$ cat src/rtl/soin_alu_pkg.sv
// Shared types for the execute-stage ALU: control codes, executor states and
// the shift-op classifier used by the decoder and the iterative executor.
package soin_alu_pkg;

    typedef enum logic [3:0] {
        ADD   = 4'd0,
        SUB   = 4'd1,
        SLL   = 4'd2,
        SLT   = 4'd3,
        SLTU  = 4'd4,
        XOR   = 4'd5,
        SRL   = 4'd6,
        SRA   = 4'd7,
        OR    = 4'd8,
        AND   = 4'd9,
        LUI   = 4'd10,
        AUIPC = 4'd11
    } alu_op_t;

    typedef enum logic [1:0] {
        IDLE  = 2'd0,
        SHIFT = 2'd1,
        DONE  = 2'd2
    } alu_exec_state_t;

    function automatic logic is_shift(alu_op_t op);
        return (op == SLL) || (op == SRL) || (op == SRA);
    endfunction

endpackage

$ cat src/rtl/alu_shift_step.sv
// Combinational single-bit shift of an XLEN word; the executor applies it once
// per cycle. Non-shift codes pass the word through unchanged.
module alu_shift_step
    import soin_alu_pkg::*;
#(
    parameter int XLEN = 32
) (
    input  alu_op_t          op,
    input  logic [XLEN-1:0]  data,
    output logic [XLEN-1:0]  shifted
);

    always_comb begin
        shifted = data;
        case (op)
            SLL:     shifted = {data[XLEN-2:0], 1'b0};
            SRL:     shifted = {1'b0, data[XLEN-1:1]};
            SRA:     shifted = {data[XLEN-1], data[XLEN-1:1]};
            default: shifted = data;
        endcase
    end

endmodule

$ cat src/rtl/alu_iterative_exec.sv
// Execute-stage ALU: single-cycle logic/arith/compare ops, 1-bit-per-cycle
// shifts, valid/ready on both sides and a flush that discards in-flight work.
//
// Handshake: an op is taken on a rising edge where i_op_valid && o_op_ready;
// a result is handed off on a rising edge where o_res_valid && i_res_ready.
// o_result/o_zero/o_illegal stay stable while o_res_valid waits for the consumer.
module alu_iterative_exec
    import soin_alu_pkg::*;
#(
    parameter int XLEN    = 32,
    parameter int SHAMT_W = 5
) (
    input  logic             i_clk,
    input  logic             i_rst_n,
    input  logic             i_op_valid,
    output logic             o_op_ready,
    input  logic [3:0]       i_alu_ctrl,
    input  logic [XLEN-1:0]  i_op_a,
    input  logic [XLEN-1:0]  i_op_b,
    input  logic             i_flush,
    output logic             o_res_valid,
    input  logic             i_res_ready,
    output logic [XLEN-1:0]  o_result,
    output logic             o_zero,
    output logic             o_illegal
);

    alu_exec_state_t     state_q, state_d;
    alu_op_t             op_q, op_d;
    logic [XLEN-1:0]     work_q, work_d;
    logic [SHAMT_W-1:0]  cnt_q, cnt_d;
    logic [XLEN-1:0]     result_q, result_d;
    logic                illegal_q, illegal_d;
    logic                zero_q;

    alu_op_t             op_in;
    logic [SHAMT_W-1:0]  shamt_in;
    logic [XLEN-1:0]     alu_res;
    logic                alu_ill;
    logic [XLEN-1:0]     step_out;

    assign op_in    = alu_op_t'(i_alu_ctrl);
    assign shamt_in = i_op_b[SHAMT_W-1:0];

    alu_shift_step #(.XLEN(XLEN)) u_shift_step (
        .op      (op_q),
        .data    (work_q),
        .shifted (step_out)
    );

    // Single-cycle datapath; codes 12-15 produce a defined zero and flag illegal.
    always_comb begin
        alu_res = '0;
        alu_ill = 1'b0;
        case (op_in)
            ADD, AUIPC: alu_res = i_op_a + i_op_b;
            SUB:        alu_res = i_op_a - i_op_b;
            SLT:        alu_res = {{(XLEN-1){1'b0}}, ($signed(i_op_a) < $signed(i_op_b))};
            SLTU:       alu_res = {{(XLEN-1){1'b0}}, (i_op_a < i_op_b)};
            XOR:        alu_res = i_op_a ^ i_op_b;
            OR:         alu_res = i_op_a | i_op_b;
            AND:        alu_res = i_op_a & i_op_b;
            LUI:        alu_res = i_op_b;
            SLL, SRL, SRA: alu_res = '0;
            default:    alu_ill = 1'b1;
        endcase
    end

    always_comb begin
        state_d   = state_q;
        op_d      = op_q;
        work_d    = work_q;
        cnt_d     = cnt_q;
        result_d  = result_q;
        illegal_d = illegal_q;
        case (state_q)
            IDLE: begin
                if (i_op_valid && !i_flush) begin
                    op_d = op_in;
                    if (!is_shift(op_in)) begin
                        result_d  = alu_res;
                        illegal_d = alu_ill;
                        state_d   = DONE;
                    end else if (shamt_in == '0) begin
                        result_d  = i_op_a;
                        illegal_d = 1'b0;
                        state_d   = DONE;
                    end else begin
                        work_d  = i_op_a;
                        cnt_d   = shamt_in;
                        state_d = SHIFT;
                    end
                end
            end
            SHIFT: begin
                if (i_flush) begin
                    cnt_d   = '0;
                    state_d = IDLE;
                end else begin
                    work_d = step_out;
                    cnt_d  = cnt_q - SHAMT_W'(1);
                    // The step taken at count 1 is the last one; publish it directly.
                    if (cnt_q == SHAMT_W'(1)) begin
                        result_d  = step_out;
                        illegal_d = 1'b0;
                        state_d   = DONE;
                    end
                end
            end
            DONE: begin
                if (i_flush || i_res_ready) begin
                    state_d = IDLE;
                end
            end
            default: state_d = IDLE;
        endcase
    end

    always_ff @(posedge i_clk) begin
        if (!i_rst_n) begin
            state_q   <= IDLE;
            op_q      <= ADD;
            work_q    <= '0;
            cnt_q     <= '0;
            result_q  <= '0;
            zero_q    <= 1'b1;
            illegal_q <= 1'b0;
        end else begin
            state_q   <= state_d;
            op_q      <= op_d;
            work_q    <= work_d;
            cnt_q     <= cnt_d;
            result_q  <= result_d;
            zero_q    <= (result_d == '0);
            illegal_q <= illegal_d;
        end
    end

    assign o_op_ready  = (state_q == IDLE);
    assign o_res_valid = (state_q == DONE);
    assign o_result    = result_q;
    assign o_zero      = zero_q;
    assign o_illegal   = illegal_q;

endmodule

$ cat config.mk
export PLATFORM = sky130hd
export DESIGN_NAME = alu_iterative_exec
export DESIGN_NICKNAME = d
export VERILOG_FILES = /design/src/rtl/soin_alu_pkg.sv /design/src/rtl/alu_shift_step.sv /design/src/rtl/alu_iterative_exec.sv
export SDC_FILE = /design/constraint.sdc
export NUM_CORES = 1
export LEC_CHECK = 0
export BUFFER_PORTS_ARGS = -buffer_cell sky130_fd_sc_hd__buf_4
export CORE_AREA = 2 2 163 165
export CTS_CLUSTER_SIZE = 16
export DETAILED_ROUTE_END_ITERATION = 10
export DIE_AREA = 0 0 165 167
export SLEW_MARGIN = 20
export SYNTH_ARGS = -nofsm -noshare
export SYNTH_HDL_FRONTEND = slang
export SYNTH_SLANG_ARGS = --single-unit
export TNS_END_PERCENT = 1
$ cat constraint.sdc
create_clock -name i_clk -period 10.3 [get_ports i_clk]
set_input_delay 2.06 -clock i_clk [delete_from_list [all_inputs] [get_ports i_clk]]
set_output_delay 2.06 -clock i_clk [all_outputs]
set_load 0.02 [all_outputs]
* Word-level counts from Yosys, hierarchy flattened
Index checks and enable logic that the tools add are counted.
** Operators by class
- $add $sub $neg :: 3
- Order comparisons :: 2
- Equal/unequal tests :: 25
- Mux-type cells :: 32
- Bitwise gates (word level) :: 3
- Reductions and logical operators :: 17
** Operator list (count)
- 32-bit 2-to-1 mux :: 9
- 32-bit case mux with 8 select lines :: 1
- 32-bit case mux with 2 select lines :: 2
- 32-bit case mux with 3 select lines :: 1
- 32-bit less-than comparator :: 2
- 32-bit adder :: 1
- 32-bit bitwise AND :: 1
- 32-bit logical NOT :: 1
- 32-bit bitwise OR :: 1
- 32-bit subtractor :: 1
- 32-bit bitwise XOR :: 1
- 4-bit by 3-bit == test with 1-bit output, second input constant :: 6
- 5-bit 2-to-1 mux :: 4
- 4-bit == test, second input constant :: 4
- 4-bit by 2-bit == test with 1-bit output, second input constant :: 3
- 2-bit 2-to-1 mux :: 6
- 12-bit OR reduction :: 1
- 5-bit case mux with 2 select lines :: 1
- 5-bit AND reduction :: 2
- 1-bit 2-to-1 mux :: 6
- 2-bit by 1-bit inequality test with 1-bit output, second input constant :: 3
- 2-bit inequality test, second input constant :: 3
- 2-bit case mux with 3 select lines :: 1
- 5-bit by 1-bit == test with 1-bit output, second input constant :: 1
- other kinds (18) :: 20
** Storage, ports and cells
- Register bits after elaboration :: 77
- Bits of input ports :: 73
- Output and inout port bits :: 36

* Longest topological paths before layout
- Depth after elaboration :: 7
- Depth in mapped cells :: 15
- Depth with buffers taken out :: 15

* By module
Synthesis repeated with hierarchy kept, for this count alone.
** Unflattened totals
- Cell total of the unflattened synthesis :: 1526
- Area total of the unflattened synthesis :: 10521.3 sq um
** Modules (own cells, without submodules)
- alu_iterative_exec :: times used 1, cells an instance 1447, area an instance 9874.5 sq um, sequential area each 1541.5 sq um
- alu_shift_step :: times used 1, cells an instance 79, area an instance 646.9 sq um, sequential area each 0.0 sq um

* Worst setup path after synthesis
No wires, ideal clock.
- Path kind :: input port to flip-flop
- Start :: input i_op_a[10]
- End :: register zero_q, in the netlist o_zero
- Library setup time :: 0.069 ns
- Data arrival time :: 4.925 ns
- Required time :: 10.231 ns
- Slack :: 5.306 ns
- Cell stages on the path :: 13
- Cell sequence :: inv_1 > ha_1 > or4_4 > nor2_2 > o211ai_2 > a31oi_4 > o311ai_1 > a311oi_2 > mux2i_1 > o32ai_2 > o211ai_1 > or4_1 > o21ai_1
** Between the ends
- Longest elaborated chain between the ends :: 6
** Ends and longest elaborated chain
- start, declared :: line alu_iterative_exec.sv:18 : input logic [XLEN-1:0] i_op_a,
- 32-bit subtractor, or another cell as far along :: line alu_iterative_exec.sv:57 : SUB: alu_res = i_op_a - i_op_b;
- 32-bit case mux with 8 select lines :: line alu_iterative_exec.sv:55 : case (op_in)
- 32-bit 2-to-1 mux * :: line alu_iterative_exec.sv:80 : if (!is_shift(op_in)) begin
- 32-bit 2-to-1 mux * :: line alu_iterative_exec.sv:78 : if (i_op_valid && !i_flush) begin
- 32-bit case mux with 2 select lines * :: line alu_iterative_exec.sv:76 : case (state_q)
- 32-bit logical NOT * :: line alu_iterative_exec.sv:134 : zero_q <= (result_d == '0);
- end signal, assigned :: line alu_iterative_exec.sv:134
- end, declared :: line alu_iterative_exec.sv:34 : logic zero_q;
Mark *: on every way between the ends. The rest lies on a longest branch, timed or not.
A chain may end at the register's enable or synchronous reset.

* Worst setup path in the final report
- Start :: input i_op_a[5]
- End :: register zero_q, in the netlist o_zero
The elaborated chain is that of the path after synthesis.

==> flow_summary_export.csv <==
group,metric,value,unit
run_status,status,"completed",
layout,drive_gt1_share,11.4,%
worst_setup_path,crit_path_end_kind,"register",
cts,cts_resized,0,
global_routing,grt_max_degree,50,
worst_setup_path,cpPeakStageDelay,0.85,ns
timing,finalSetupTns,0,ns
drt,vias,14081,
worst_setup_path,crit_path_cell_trace,"buf_4, inv_1, ha_1, or3_1, a2111o_1, a31oi_1, or4_1, a221oi_1, o311ai_0, nand3_1, a21oi_1, o21ai_0, or4_1, o21ai_1",
cts,cts_hold_buf,0,
drt,drt_first_iter_violations,2105,
synthesis,synthFlopType,"dfxtp_1",
synthesis,synth_nets,1859,
cts,cts_inserted_buffers,9,
worst_setup_path,worst-path-buf-inv,2,
synthesis,synth-compound-area-share,37.5,%
job,drv_cap,0,
place,pre_cts_ws,3.95,ns
pwr,p_leak,5.11,nW
die,start_util,43.4,%
synthesis,synthSimpleGateAreaFrac,26.2,%
cts,clock_latency,0.35,ns
die,die_area,0.0276,mm2
pwr,vdd.ir_drop.worst,0.0976,mV
timing,hold_viol,0,
worst_setup_path,start_kind,"primary input",
layout,fillerInstances,2700,
synthesis,synth_top_family_by_area,"compound AO/OA/AOI/OAI gates",
layout,area.growth.synth_to_final,12.7,%
synthesis,yosys-top-cells-count,"204 x nand2_1, 174 x nor2_1, 145 x a21oi_1",
layout,n_antenna_cell,0,
synthesis,yosysTopAreaCellShare,13.8,%
cts,htreeDepth,3,
drt,route.detailed.drc,0,
pwr,p_per_area,104,mW/mm2
synthesis,syn_inst,1679,
die,pin_count,109,
timing,setup_violations,0,
global_routing,grt.total_usage,40.1,%
worst_setup_path,path_class,"primary input to register",
global_routing,grt_pass1_wl,82900,um
synthesis,synthDominantAreaCellType,"dfxtp_1",
timing,clock.fmax,0.162,GHz
cts,cts_buffer_depth,2,
layout,final_net_count,1889,
drt,ant_nets,0,
die,row_count,59,
synthesis,ys_ff_latch,77,
drt,wl_per_cell,27.8,um
synthesis,seq_area_frac_synth,13.8,%
synthesis,synth_xor_area_share,1.25,%
worst_setup_path,rrSetupSlack,6.24,ns
cts,post_cts_buffers,0,
synthesis,syn_avg_cell_area,6.65,um2
global_routing,antenna_found_initial,0,
timing,slew-limit-headroom,29.7,%
layout,final_core_util,48.9,%
worst_setup_path,crit_top_cell,"or4_1",
drt,viasPerCell,6.88,
timing,finalCritPeriodShare,60.1,%
place,dpl_cell_area,0.0122,mm2
global_routing,gr-total-overflow,0,
synthesis,synthAdderAreaFrac,12.1,%
synthesis,synth_most_common_cell,"nand2_1",
synthesis,muxShareOfSynthArea,1.31,%
drt,drt_pass1_iterations,6,
synthesis,synth-edff-count,0,
timing,slew_viol_final,0,
layout,stdcell_area,0.0126,mm2
place,hpwl,42400,um
die,chipHeight,167,um
timing,clock_skew,0.00887,ns
synthesis,ys_top_cells_by_area,"dfxtp_1 14%, ha_1 12%, nand2_1 6.9%",
worst_setup_path,critPathMaxFanout,15,
hold_path,hold_path_class,"register to register",
timing,worstMarginPinSlew,1.05,ns
drt,wirelength,56800,um
place,gp_congestion,1.03,
cts,cts_sinks,77,
worst_setup_path,crit_family,"compound AO/OA/AOI/OAI gates",
cts,root_buffer,"clkbuf_16",
worst_setup_path,slowest_stage,"o311ai_0",
synthesis,yosys_warnings,0,
die,die_x,165,um
synthesis,synth_cell_types,86,
global_routing,first_global_vias,12556,
worst_setup_path,worst_ep_arrival_time,6.47,ns
timing,rsz0062_at_grt,"false",
die,core-area,0.0258,mm2
cts,clkTransAtPathRegs,0.06,ns
synthesis,netlist_area,0.0112,mm2
worst_setup_path,crit_required,10.58,ns
synthesis,async_flop_share,0,%
cts,cts_tree,"built",
timing,setup_ws,4.11,ns
place,numPortBuffers,108,
timing,period_minus_slack,6.19,ns
## worst register-to-register path, stage by stage (launching register included)
cell	delay, ns
dfxtp_1	0.70
nor2_1	0.24
nand2_1	0.51
buf_4	0.42
a31oi_1	0.22
and4b_1	0.28
a311o_1	0.31
a21oi_1	0.49
nand2_1	0.20
nor4b_1	0.31
nand4_1	0.15
o21ai_1	0.17
## logic make-up (layout without fill, tap and decap cells)
family                     after synthesis  after routing
AOI/OAI and AO/OA                      615            615
xor gates and xnor gates                16             16
adders and majority gates              107            107
buffers and inverters                  227            261
DFF                                     77             77
muxes                                   14             14
and+or+nand+nor                        623            623
## registers in the layout (all words and copies together), names as in the netlist
register / count
o_zero: 1
state_q: 2
op_q: 4
work_q: 32
o_illegal: 1
cnt_q: 5
o_result: 32
## final cells by class
class	instances	area [um2]	area share, %
Multi-Input combinational cell	1375	8830	70.1
Tap cell	335	419	3.33
Clock inverter	6	136	1.08
Inverter	109	409	3.25
Clock buffer	9	225	1.79
Sequential cell	77	1540	12.2
Timing Repair Buffer	137	1030	8.17
## report_power, final
group	internal [mW]	total [mW]	switching (mW)
clock	0.261	0.405	0.145
combinational	0.187	0.567	0.380
sequential	0.314	0.337	0.0229
total	0.763	1.31	0.548
## per-stage QoR
step / hold slack (ns) / cells / total power, mW
after floorplan: 0.440 / 1679 / 0.680
final: 0.474 / 2048 / 1.31
after CTS: 0.471 / 2048 / 1.28
after global routing: 0.500 / 2048 / 1.36
after global placement: 0.458 / 2033 / 0.886
after detailed placement: 0.463 / 2033 / 0.885
## cell usage in the layout (no fill, tap or decap), drive strengths merged, types with 18 or more instances in the layout
master and count:
dfxtp 77, a22oi 34, o21ai 115, nand3 31, and2 20, a21oi 145, and3 30, nand2b 21
nand2 204, a211oi 21, nor2b 22, a221oi 33, o31ai 18, inv 106, o211ai 42, a31oi 35
buf 137, nor2 175, nor3 46, ha 105
## worst paths after layout
check | from | to | cells past startpoint
worst max-delay path | i_op_a[5] | o_zero | 14
worst max register to register | state_q[0] | o_zero | 11
worst min register to register | op_q[1] | op_q[1] | 2
worst min-delay path | op_q[1] | op_q[1] | 2
## layer usage
layer	wire (um)	share of wire (%)	GRT usage, %	vias up
li1	-	-	-	6257
met1	24500	43	58.4	6725
met2	23700	42	58.3	974
met3	6800	12	9.39	125
met4	1780	3.1	11.5	0
met5	0	0	0	-
(Power assumes the default switching activity.)
